[src/rtl/mmu_ctx_loader_pkg.sv]
// Shared types and field positions for the MMU context loader.
//  state_t        : loader sequencer states
//  FLT_* / ENT_*  : bit positions inside the MMU register-port word
package mmu_ctx_loader_pkg;

    typedef enum logic [2:0] {
        StIdle,
        StSave,
        StSel,
        StFetch,
        StWrite,
        StRestore
    } state_t;

    // Bit 0 of the MMU register word selects entry write (1) versus fault-register write (0).
    localparam int unsigned MMU_REG_ENTRY = 0;

    // Fault-register fields (also used as the entry-select word).
    localparam int unsigned FLT_VALID = 1;
    localparam int unsigned FLT_WRITE = 2;
    localparam int unsigned FLT_SUP   = 3;
    localparam int unsigned FLT_INS   = 4;

    // Page-entry fields.
    localparam int unsigned ENT_VALID     = 1;
    localparam int unsigned ENT_WRITEABLE = 2;

endpackage

[src/rtl/mmu_ctx_loader.sv]
// Context-switch sequencer for the paged MMU. On start it saves the MMU fault register, then for
// every entry (ins/sup/user x NMMU pages) writes an entry-select word, fetches the table word from
// memory and writes it as the entry, and finally restores the saved fault register.
// Ports:
//  clk, reset          clock, synchronous active-high reset
//  start, base         begin a load from table base address (ignored while busy)
//  busy, done          loader active / one-cycle completion pulse
//  mem_req, mem_addr   memory read request (held until mem_ack), read address
//  mem_ack, mem_rdata  memory read completion and data
//  cpu_reg_write/data  core's MMU register write (always has priority on the MMU port)
//  mmu_reg_read        MMU fault register readback
//  mmu_reg_write/data  MMU register write port
module mmu_ctx_loader
    import mmu_ctx_loader_pkg::*;
#(
    parameter int unsigned RV   = 16,
    parameter int unsigned NMMU = 8
) (
    input  logic          clk,
    input  logic          reset,
    input  logic          start,
    input  logic [RV-1:0] base,
    output logic          busy,
    output logic          done,
    output logic          mem_req,
    output logic [RV-1:0] mem_addr,
    input  logic          mem_ack,
    input  logic [RV-1:0] mem_rdata,
    input  logic          cpu_reg_write,
    input  logic [RV-1:0] cpu_reg_data,
    input  logic [RV-1:0] mmu_reg_read,
    output logic          mmu_reg_write,
    output logic [RV-1:0] mmu_reg_data
);

    localparam int unsigned NENT = 4 * NMMU;
    localparam int unsigned PB   = $clog2(NMMU);
    localparam int unsigned IW   = $clog2(NENT);
    localparam logic [IW-1:0] LAST_IDX = IW'(NENT - 1);

    state_t          r_state, w_state_nxt;
    logic [IW-1:0]   r_idx, w_idx_nxt;
    logic [RV-1:0]   r_base;
    logic [RV-1:0]   r_saved;
    logic [RV-1:0]   r_rdata;
    logic            r_done, w_done_nxt;

    logic            w_ld_write;
    logic [RV-1:0]   w_ld_data;
    logic [RV-1:0]   w_sel_word;
    logic [RV-1:0]   w_ent_word;
    logic [RV-1:0]   w_rst_word;

    always_ff @(posedge clk) begin
        if (reset) begin
            r_state <= StIdle;
            r_idx   <= '0;
            r_base  <= '0;
            r_saved <= '0;
            r_rdata <= '0;
            r_done  <= 1'b0;
        end else begin
            r_state <= w_state_nxt;
            r_idx   <= w_idx_nxt;
            r_done  <= w_done_nxt;
            if (r_state == StIdle && start) begin
                r_base <= base;
            end
            if (r_state == StSave) begin
                r_saved <= mmu_reg_read;
            end
            if (r_state == StFetch && mem_ack) begin
                r_rdata <= mem_rdata;
            end
        end
    end

    // Entry index layout: [PB-1:0] page, [PB] sup, [PB+1] ins.
    always_comb begin
        w_sel_word                = '0;
        w_sel_word[RV-1 -: PB]    = r_idx[PB-1:0];
        w_sel_word[FLT_SUP]       = r_idx[PB];
        w_sel_word[FLT_INS]       = r_idx[PB+1];
        w_sel_word[MMU_REG_ENTRY] = 1'b0;

        w_ent_word                = r_rdata;
        w_ent_word[MMU_REG_ENTRY] = 1'b1;

        w_rst_word                = r_saved;
        w_rst_word[MMU_REG_ENTRY] = 1'b0;
    end

    // A core write on the shared port stalls SEL/WRITE/RESTORE so the loader write is retried,
    // never dropped or duplicated.
    always_comb begin
        w_state_nxt = r_state;
        w_idx_nxt   = r_idx;
        w_done_nxt  = 1'b0;
        w_ld_write  = 1'b0;
        w_ld_data   = '0;
        mem_req     = 1'b0;
        mem_addr    = '0;

        unique case (r_state)
            StIdle: begin
                if (start) begin
                    w_state_nxt = StSave;
                    w_idx_nxt   = '0;
                end
            end
            StSave: begin
                w_state_nxt = StSel;
            end
            StSel: begin
                w_ld_write = 1'b1;
                w_ld_data  = w_sel_word;
                if (!cpu_reg_write) begin
                    w_state_nxt = StFetch;
                end
            end
            StFetch: begin
                mem_req  = 1'b1;
                mem_addr = r_base + RV'(r_idx);
                if (mem_ack) begin
                    w_state_nxt = StWrite;
                end
            end
            StWrite: begin
                w_ld_write = 1'b1;
                w_ld_data  = w_ent_word;
                if (!cpu_reg_write) begin
                    if (r_idx == LAST_IDX) begin
                        w_state_nxt = StRestore;
                    end else begin
                        w_idx_nxt   = r_idx + IW'(1);
                        w_state_nxt = StSel;
                    end
                end
            end
            StRestore: begin
                w_ld_write = 1'b1;
                w_ld_data  = w_rst_word;
                if (!cpu_reg_write) begin
                    w_state_nxt = StIdle;
                    w_done_nxt  = 1'b1;
                end
            end
            default: begin
                w_state_nxt = StIdle;
            end
        endcase
    end

    always_comb begin
        mmu_reg_write = cpu_reg_write | w_ld_write;
        mmu_reg_data  = (w_ld_write && !cpu_reg_write) ? w_ld_data : cpu_reg_data;
    end

    assign busy = (r_state != StIdle);
    assign done = r_done;

endmodule
[config.mk]
export PLATFORM = sky130hd
export DESIGN_NAME = mmu_ctx_loader
export DESIGN_NICKNAME = d
export VERILOG_FILES = /design/src/rtl/mmu_ctx_loader_pkg.sv /design/src/rtl/mmu_ctx_loader.sv
export SDC_FILE = /design/constraint.sdc
export NUM_CORES = 1
export LEC_CHECK = 0
export BUFFER_PORTS_ARGS = -buffer_cell sky130_fd_sc_hd__buf_4
export CORE_UTILIZATION = 52
export CTS_BUF_LIST = sky130_fd_sc_hd__clkbuf_2
export DETAILED_ROUTE_END_ITERATION = 12
export PLACE_DENSITY_LB_ADDON = 0.15
export SLEW_MARGIN = 20
export SYNTH_ARGS = -nofsm -noshare
export SYNTH_HDL_FRONTEND = slang
export SYNTH_SLANG_ARGS = --single-unit
export TNS_END_PERCENT = 20
[constraint.sdc]
create_clock -name clk -period 2.2 [get_ports clk]
set_clock_uncertainty 0.05 [all_clocks]
set_input_delay 0.22 -clock clk [delete_from_list [all_inputs] [get_ports clk]]
set_output_delay 0.22 -clock clk [all_outputs]
set_load 0.01 [all_outputs]
# After elaboration in Yosys (flattened, before gate mapping)
# Cells that the tools add are included.
# word_totals
ff_bits	57
output_inout_bits	36
# classes
n_addsub	2
n_eq_ne	12
mux	17
bitwise	2
n_reduce_logical	11
# ops
op	count
case mux 16 bit (3 select lines)	1
2-to-1 mux 16 bit	2
2-to-1 mux 3 bit	6
case mux 3 bit (6 select lines)	1
adder 16 x 5 -> 16 bit	1
2-to-1 mux 5 bit	3
inequality test 2 bit, second input constant	6
case mux 5 bit (2 select lines)	1
equality test 3 x 2 -> 1 bit, second input constant	2
equality test 3 bit, second input constant	2
adder 5 x 1 -> 5 bit, second input constant	1
equality test 5 bit, second input constant	1
AND reduction 5 bit	1
AND reduction 4 bit	1
equality test 3 x 1 -> 1 bit, second input constant	1
logical AND 1 bit	3
logical NOT 3 bit	1
2-to-1 mux 1 bit	3
nonzero test 3 bit	1
OR reduction 3 bit	1
nonzero test 2 bit	1
OR reduction 2 bit	1
logical NOT 1 bit	1
NOT 1 bit	1
bitwise OR 1 bit	1

# Longest topological paths before layout
# Gate-level depths: netlist of run 1.
# logic_depth
ltp_word	5
depth_mapped	8
mapped_depth_nobuf	8

# Least setup slack after synthesis of run 1
# No wires, ideal clock.
# synth_path
path_type	register to output
from	reg r_idx[0]
to	out mem_addr[10]
t_arrival_ns	1.796
required_ns	1.930
setup_slack_ns	0.134
stages_incl_launch_ff	9
n_path_buf	0
cell_sequence	dfxtp_1 > ha_1 > inv_1 > fa_1 > nor2b_1 > o31a_2 > o2111ai_1 > xor2_1 > nor2_1
# synth_between
elab_chain_cells	2
# synth_lines
item	line	text
start, declared	mmu_ctx_loader.sv:42	logic [IW-1:0] r_idx, w_idx_nxt;
start signal, assigned	mmu_ctx_loader.sv:64	r_idx <= w_idx_nxt;
adder 16 x 5 -> 16 bit	mmu_ctx_loader.sv:123	mem_addr = r_base + RV'(r_idx);
2-to-1 mux 16 bit	mmu_ctx_loader.sv:104	unique case (r_state)
end, declared	mmu_ctx_loader.sv:26	output logic [RV-1:0] mem_addr,
# Every way passes these cells.

# Worst setup path in the final report of run 1
# layout_path
from	reg r_idx[0]
to	out mem_addr[4]
# Same word-level chain as after synthesis.

==> run metrics, run 1 <==
status complete, but fails checks; failing checks setup timing; final core utilization 82.0%; asr flop ratio synth 0%; Slew HR 58.6%; Syn-to-layout area delta 51.3%; YS warnings 0; RR Endpoint r_idx[2]$_SDFFE_PP0P_; Cell Int Power 1.71 mW; routed len/inst 14.8 um; initial antenna violation count 0; Max Slew Vio Count 0; Final Cell Area 4550 um^2; # diodes 0; CP Capture Type output port; antenna-violating nets left 0; Std-Cell Rows 27; post-detail-place hpwl 5.73 mm; Hold Fails Final Rpt 0; pre-CTS setup slack 0.0201 ns; I/O Pins 105; total global-route track usage 30.9%; Clock Tree Buf Depth 2; Lkg Pwr 1.84 nW; busiest layer in global routing met2; vias in the first global route 3242; Power Density 574 nW/um^2; RSZ-0062 raised after global routing yes; first-pass GRT wire length 14.9 mm; share of layout cells above drive strength 1 29.7%; largest net degree at the start of global routing 56; CP arrival 2.33 ns; Worst Hold Path EP r_state[1]$_SDFFE_PP0P_; Syn Inst Count 410; via/cell ratio 5.51; clk sinks 55; GR Overflow Total 0; Post-synth EDFFs 0; Die W 78.0 um; Syn Area/Cell 7.33 um^2; worst reg2reg setup slack 0.13 ns; Root Buffer clkbuf_2; DR iter-0 viols 165; Logic pwr share 35.5%; Fmax 385 MHz; GR Layer Usage met2 56.0%; fillcell total 360; Clk pin slew, worst setup/hold paths 0.25 ns; Slowest-stage cell, CP dfxtp_2; Placed Instance Area 3800 um^2; max incr delay on CP 0.42 ns; Unique masters post-synth 43; crit share post-route 118%; Sequential Power Share 45.3%; gp weighted congestion 0.806; DR pass1 iterations 5; Hold Path Depth 4; Tmin final 2.60 ns; CTS tree built; flops & latches, synth 55; cells on worst reg2reg path 8; vias 3446; main flop type after synthesis dfxtp_1; HP Start mem_ack; most used cell, CP buf_4; Die H 78.0 um; setup TNS -3.23 ns; CTS Buf Count 5; Data required, critical path 1.93 ns; # H-tree levels 2; syn nets 487; port bufs 102; most frequent cells in the layout 113 x nand2_1, 113 x buf_4, 57 x a21oi_1, 47 x dlygate4sd3_1, 44 x dfxtp_1; Crit Path Category register to output port; Psw 0.896 mW; critical-path maximum fanout 2; peak supply drop 554 uV; Min-Delay Path Class primary input to register; measured slew at the worst slew-check pin 0.619 ns; DIE AREA 6080 um^2; critical path cell sequence ha_4 -> inv_2 -> fa_2 -> nor2b_4 -> buf_4 -> buf_6 -> o21ai_0 -> a211oi_1 -> buf_4; Initial Util 54.2%; clock share of power 19.3%; type of origin of the critical path register; DRC viols 0; CP top delay family adder cells; Core ar. 5540 um^2; met1 Use GR 36.5%; Skew-Pair Late Insertion Delay 0.44 ns; met3 GRT Util 5.18%; Seq/Total Area, Yosys 36.7%; # Max-Cap Violations 0; layout net count 629; Total Wirelength 9.26 mm; worst path bufs/invs 4; Final WS setup -0.397 ns; sw frac 34.3%; Post-Syn Area 3000 um^2; R2R Path Start r_idx[0]$_SDFFE_PP0P_; final-report setup violation count 13
[registers in the layout, indices dropped and copies added, names as in the netlist]
name	cells
done	1
r_base	16
r_rdata	15
r_saved	15
r_idx	5
r_state	3
[cells in the mapped netlist, drive strengths merged, types with 8 or more instances]
library cell / count / area [um^2]
a21oi: 59 / 295
buf: 16 / 87.6
clkbuf: 13 / 51.3
dfxtp: 55 / 1100
mux2i: 12 / 120
nand2: 114 / 435
nor2: 33 / 124
nor2b: 8 / 50.1
o21ai: 16 / 95.1
o31ai: 11 / 82.6
xor2: 10 / 87.6
[tightest hold or removal path: stages]
cell and delay, ns:
buf_4 0.13, nand3_1 0.09, a21oi_1 0.07, nor2_1 0.08
[power groups by stage]
stage / clock, mW / combinational [mW] / sequential, mW
global placement: 0 / 0.786 / 1.18
global route: 0.552 / 1.01 / 1.19
detailed placement: 0 / 0.805 / 1.19
floorplan: 0 / 0.539 / 1.17
finish: 0.502 / 0.925 / 1.18
CTS: 0.514 / 0.884 / 1.17
[logic make-up after synthesis]
logic type | after synthesis | synth area share, %
compound gates | 104 | 20.7
xor+xnor | 10 | 2.92
fa+ha+maj | 8 | 3.58
buf+inv | 35 | 5.37
flops | 55 | 36.7
mux | 12 | 4.00
simple gates | 186 | 26.8
[what timing repair did]
action / CTS / global route
endpoints found under the setup margin: 29 / 29
hold endpoints to repair: 47 / 0
hold buffers: 47 / 0
resized for setup: 22 / 23
pin swaps: 8 / 10
setup buffers: 3 / 1
[metrics by stage]
step | total power [mW] | std cells | hold WS [ns]
final | 2.61 | 625 | 0.117
after floorplan | 1.71 | 410 | 0.306
after detailed placement | 1.99 | 566 | 0.398
after CTS | 2.57 | 624 | 0.0848
after global placement | 1.97 | 566 | 0.391
after global routing | 2.75 | 625 | 0.0950
[routing by layer]
layer | up-vias | wire, um
li1 | 1667 | -
met2 | 145 | 4830
met5 | - | 0
met1 | 1614 | 3750
met3 | 20 | 506
met4 | 0 | 169
[cell type report]
type	count	area (um^2)	area share [%]
Clock buffer	5	25.0	0.551
Clock inverter	3	38.8	0.853
Inverter	6	22.5	0.495
Multi-Input combinational cell	320	1880	41.4
Sequential cell	55	1120	24.7
Tap cell	72	90.1	1.98
Timing Repair Buffer	164	1360	30.0
[worst max path at each step]
| stage | startpoint | end | slack, ns | cells past startpoint |
|---|---|---|---|---|
| after floorplan | r_idx[0]$_SDFFE_PP0P_ | mem_addr[10] | 0.13 | 8 |
| after global placement | r_idx[1]$_SDFFE_PP0P_ | mem_addr[12] | 0.12 | 8 |
| after detailed placement | r_idx[1]$_SDFFE_PP0P_ | mem_addr[10] | 0.02 | 8 |
| after CTS | r_idx[0]$_SDFFE_PP0P_ | mem_addr[10] | -0.40 | 9 |
| after global routing | r_idx[0]$_SDFFE_PP0P_ | mem_addr[4] | -0.50 | 9 |
| final | r_idx[0]$_SDFFE_PP0P_ | mem_addr[4] | -0.40 | 9 |
Power figures use the tool's default switching activity.
==> inputs of run 2 (changes only) <==
- CORE_MARGIN: not set -> 10
- CORE_UTILIZATION: 52 -> 50
- CTS_BUF_LIST: sky130_fd_sc_hd__clkbuf_2 -> not set
==> run 2 against run 1 <==
- the flow still finishes with violations (setup timing)
- die area is 56% higher
- non-clock buffer count shrank 48
- routed wire length shrank 6.8%
- total power decreased by 2.9%
- sequential cell count unchanged
- sequential power barely moved
- maximum frequency increased by 11%
- register-to-register slack improved by 0.06 ns
- via count down 12%
- global-route usage down 14 points
- first-iteration DRC count is 21% lower
- critical path type unchanged
- critical endpoint is now mem_addr[12]
- largest cell class unchanged
==> run metrics, run 2 (same netlist as run 1, synthesis figures left out) <==
CTS tree built; GR Overflow Total 0; # Max-Cap Violations 0; Hold Fails Final Rpt 0; Syn-to-layout area delta 34.3%; DR iter-0 viols 131; Slew HR 60.5%; clock share of power 21.6%; Hold Buf Count CTS 0; crit share post-route 107%; clk sinks 55; top flop regs r_base: 16 flops, r_rdata: 15 flops, r_saved: 15 flops; Crit Path Category register to output port; initial antenna violation count 0; Max Slew Vio Count 0; Lkg Pwr 1.63 nW; CP top delay family compound AO/OA/AOI/OAI gates; final-report setup violation count 8; I/O Pins 105; worst reg2reg setup slack 0.19 ns; via/cell ratio 5.26; Power Density 628 nW/um^2; Root Buffer clkbuf_8; DRC viols 0; sw frac 33.8%; vias 3048; Clock Tree Buf Depth 2; DIE AREA 9510 um^2; vias in the first global route 2938; cells on worst reg2reg path 8; Placed Instance Area 3810 um^2; RR Endpoint r_idx[3]$_SDFFE_PP0P_; Sequential Power Share 46.0%; failing checks setup timing; Fmax 426 MHz; Clk pin slew, worst setup/hold paths 0.10 ns; share of layout cells above drive strength 1 29.5%; Std-Cell Rows 28; max FFs per register 16; Crit path depth 9; Core ar. 5890 um^2; Total Wirelength 8.63 mm; Biggest register r_base; worst path bufs/invs 2; Slowest-stage cell, CP o31a_4; Psw 0.856 mW; # diodes 0; Min-Delay Path Class primary input to register; DR pass1 iterations 4; measured slew at the worst slew-check pin 0.592 ns; layout net count 581; CTS Buf Count 5; gp weighted congestion 0.845; Initial Util 51.0%; Worst setup startpoint r_idx[0]$_SDFFE_PP0P_; commonest non-fill, non-tap cell in the layout buf_4; Skew-Pair Late Insertion Delay 0.30 ns; R2R Path Start r_idx[0]$_SDFFE_PP0P_; Tot Pwr 2.53 mW; Cell Int Power 1.68 mW; port bufs 102; RSZ-0062 raised after global routing yes; largest net degree at the start of global routing 56; peak supply drop 425 uV; antenna-violating nets left 0; Final Cell Area 4040 um^2; CP Capture Type output port; type of origin of the critical path register; Logic pwr share 32.4%; CP arrival 2.08 ns; most frequent cells in the layout 115 x buf_4, 113 x nand2_1, 59 x a21oi_1, 50 x dfxtp_1, 33 x nor2_1; post-detail-place hpwl 6.37 mm; Die H 97.5 um; critical-path maximum fanout 6; status complete, but fails checks; Hold Path Depth 3; max incr delay on CP 0.36 ns; Die W 97.5 um; first-pass GRT wire length 13.9 mm; total global-route track usage 16.8%; critical path cell sequence ha_4 -> inv_2 -> fa_2 -> nor2b_4 -> o31a_4 -> o211ai_1 -> xor2_1 -> nor2_1 -> buf_4; Final WS setup -0.146 ns; Tmin final 2.35 ns; routed len/inst 14.9 um; pre-CTS setup slack 0.0578 ns; worst setup path endpoint mem_addr[12]; Data required, critical path 1.93 ns; # H-tree levels 2
==> run 2: cell types whose count changed in the layout (fill, tap and decap cells not counted), sizes merged <==
| cell | before | now |
|---|---|---|
| dlygate4sd3 | 47 | 0 |
| buf | 117 | 116 |
| bufinv | 1 | 0 |
| clkbuf | 5 | 6 |
| clkinv | 2 | 1 |
| clkinvlp | 0 | 1 |
==> run 2: how the worst min path moves through the flow <==
stage                                   from                  endpoint  slack [ns]
floorplan                      mem_rdata[10]  r_rdata[10]$_SDFFE_PP0P_        0.31
global placement     r_rdata[4]$_SDFFE_PP0P_   r_rdata[4]$_SDFFE_PP0P_        0.39
detailed placement  r_rdata[12]$_SDFFE_PP0P_  r_rdata[12]$_SDFFE_PP0P_        0.40
CTS                         mmu_reg_read[14]  r_saved[14]$_SDFFE_PP0P_        0.09
global route                   mem_rdata[11]  r_rdata[11]$_SDFFE_PP0P_        0.09
finish                      mmu_reg_read[10]  r_saved[10]$_SDFFE_PP0P_        0.10
==> run 2: area by class of cell <==
| type | count | area, um^2 |
|---|---|---|
| sequential | 55 | 1110 |
| tap | 75 | 93.8 |
| multi-input combinational | 320 | 1840 |
| timing repair buffer | 116 | 883 |
| clock buffer | 6 | 72.6 |
| clock inverter | 2 | 12.5 |
| inverter | 6 | 22.5 |
| fill | 543 | 1850 |
==> run 2: worst min-delay path: cells and delay by family <==
| kind | cells | cell delay, ns |
|---|---|---|
| buffers and inverters | 1 | 0.11 |
| AND/OR/NAND/NOR | 1 | 0.04 |
| AO/OA/AOI/OAI | 1 | 0.05 |
==> run 2: metrics by stage <==
step	util, %	cells	hold slack, ns	setup TNS (ns)
final	68.6	580	0.105	-0.757
after global routing	68.6	580	0.0935	-1.71
after CTS	67.4	579	0.0931	-0.809
after detailed placement	64.7	569	0.397	0
after global placement	64.7	569	0.393	0
after floorplan	-	410	0.306	0
==> run 2: routing by layer <==
metal,track usage (%),up-vias,wire length (um)
li1,-,1577,-
met1,20.7,1403,3770
met2,28.7,66,4390
met3,4.05,2,458
met4,3.69,0,15
met5,0,-,0
==> run 2: power groups by stage <==
stage          sequential, mW  clock, mW  combinational [mW]
2_1_floorplan            1.17          0               0.539
6_report                 1.17      0.546               0.821
3_5_place_dp             1.19          0               0.811
3_3_place_gp             1.18          0               0.796
5_1_grt                  1.18      0.607               0.917
4_1_cts                  1.17      0.564               0.822
==> run 2: timing repair <==
| action | 4_1_cts | 5_1_grt |
|---|---|---|
| setup buffers | 2 | 1 |
| pin swaps | 5 | 5 |
| endpoints found under the setup margin | 20 | 27 |
| resized for setup | 15 | 9 |
==> inputs of run 3 (changes only) <==
- SETUP_SLACK_MARGIN: not set -> 0.3
==> run 3 against run 2 <==
- die area is the same
- cell count grew 1.0%
- via count grew 5.1%
- critical path depth shrank 1
- critical endpoint is now mem_addr[4]
- the flow still finishes with violations (setup timing)
- combinational power grew 11%
- register-to-register slack gained 0.15 ns
- utilization grew 5.3 points
- first-iteration DRC count grew 35%
- design area grew 7.7%
- sequential share of layout area shrank 1.6 points
- clock power grew 21%
==> run metrics, run 3 (same netlist as run 1, synthesis figures left out) <==
status complete, but fails checks; failing checks setup timing; Final WS setup -0.156 ns; first-pass GRT wire length 15.2 mm; post-detail-place hpwl 6.51 mm; top flop regs r_base: 16 flops, r_rdata: 15 flops, r_saved: 15 flops; critical path cell sequence ha_4 -> inv_2 -> fa_2 -> nor2b_4 -> o31a_4 -> buf_4 -> a211oi_1 -> buf_4; DRC viols 0; Max Slew Vio Count 0; critical-path maximum fanout 6; Clock Tree Buf Depth 2; DR iter-0 viols 177; routed len/inst 16.8 um; # diodes 0; Slowest-stage cell, CP dfxtp_4; worst path bufs/invs 3; sequential cell area 1130 um^2; layout net count 587; # Max-Cap Violations 0; most used cell, CP buf_4; Skew-Pair Late Insertion Delay 0.31 ns; R2R Path Start r_idx[1]$_SDFFE_PP0P_; crit share post-route 107%; Biggest register r_base; fillcell total 466; worst setup path endpoint mem_addr[4]; M1 wire length 4.12 mm; final core utilization 73.8%; clk sinks 55; CP arrival 2.09 ns; final-report setup violation count 9; max FFs per register 16; antenna-violating nets left 0; RR Endpoint r_idx[3]$_SDFFE_PP0P_; Lkg Pwr 1.70 nW; Initial Util 51.0%; GR Overflow Total 0; vias 3204; via/cell ratio 5.47; Hold Fails Final Rpt 0; Multi-input gate area 2050 um^2; Crit path depth 8; type of origin of the critical path register; Worst setup startpoint r_idx[0]$_SDFFE_PP0P_; share of layout cells above drive strength 1 38.6%; # H-tree levels 2; Root Buffer clkbuf_8; Hold Buf Count CTS 0; I/O Pins 105; CTS Buf Count 5; Slew HR 59.6%; DR pass1 iterations 4; max layer used met4; vias in the first global route 3089; max incr delay on CP 0.37 ns; Data required, critical path 1.93 ns; largest net degree at the start of global routing 56; Die W 97.5 um; cells on worst reg2reg path 8; Tot Pwr 2.75 mW; commonest non-fill, non-tap cell in the layout buf_4; worst reg2reg setup slack 0.34 ns; most frequent cells in the layout 116 x buf_4, 102 x nand2_1, 55 x a21oi_1, 45 x dfxtp_1, 32 x nor2_1; Clk pin slew, worst setup/hold paths 0.09 ns; gp weighted congestion 0.848; Crit Path Category register to output port; Min-Delay Path Class primary input to register; Core ar. 5890 um^2; measured slew at the worst slew-check pin 0.606 ns; Fmax 424 MHz; Die H 97.5 um; HP Start base[1]; Syn-to-layout area delta 44.6%; RSZ-0062 raised after global routing yes; CP Capture Type output port; total global-route track usage 18.9%; Std-Cell Rows 28; DIE AREA 9510 um^2; setup TNS -0.777 ns; CTS tree built; Power Density 632 nW/um^2; met2 WL post-DR 5.13 mm; port bufs 102; Total Wirelength 9.85 mm; peak supply drop 419 uV; met3 WL 455 um; initial antenna violation count 0; Tmin final 2.36 ns; CP top delay family compound AO/OA/AOI/OAI gates
-- run 3: tightest hold or removal path, cell delays in order --
cell and delay (ns):
buf_4 0.11, nand2_1 0.04, a21oi_1 0.05
-- run 3: worst min path at each step --
stage | cells after the start | slack (ns) | end
6_report | 3 | 0.09 | r_base[1]$_SDFFE_PP0P_
5_1_grt | 3 | 0.09 | r_base[13]$_SDFFE_PP0P_
4_1_cts | 3 | 0.09 | r_saved[8]$_SDFFE_PP0P_
3_5_place_dp | 2 | 0.40 | r_rdata[7]$_SDFFE_PP0P_
3_3_place_gp | 2 | 0.39 | r_saved[12]$_SDFFE_PP0P_
2_1_floorplan | 2 | 0.30 | r_base[0]$_SDFFE_PP0P_
-- run 3: layout make-up --
type	count	area share, %
inverter	6	0.518
multi-input combinational	320	47.2
sequential	55	26.0
tap	75	2.16
clock buffer	7	2.48
clock inverter	1	0.115
timing repair buffer	122	21.6
-- run 3: report_power, final --
part | leakage [nW] | switching, mW | internal [mW]
logic | 1.19 | 0.515 | 0.397
registers | 0.454 | 0.0861 | 1.09
clock network | 0.0594 | 0.334 | 0.323
total | 1.70 | 0.936 | 1.81
-- run 3: metal layers --
metal  up-vias  track usage [%]
li1       1587                -
met1      1512             23.1
met2        90             32.5
met3        15             3.84
met4         0             5.59
met5         -                0
-- run 3: per-stage QoR --
| step | setup slack (ns) | instances | hold slack, ns | cell area, um^2 |
|---|---|---|---|---|
| 3_3_place_gp | 0.127 | 567 | 0.392 | 3820 |
| 3_5_place_dp | 0.0800 | 567 | 0.396 | 3820 |
| 6_report | -0.156 | 586 | 0.0897 | 4350 |
| 2_1_floorplan | 0.290 | 410 | 0.298 | 3030 |
| 4_1_cts | -0.213 | 584 | 0.0882 | 4120 |
| 5_1_grt | -0.227 | 586 | 0.0891 | 4350 |
-- run 3: repair_timing --
action | 4_1_cts | 5_1_grt
resized for setup | 32 | 49
endpoints found under the setup margin | 29 | 69
endpoints found under the hold margin | 0 | 0
buffers inserted | 9 | 2
pin swaps | 19 | 35
gates cloned | 0 | 0
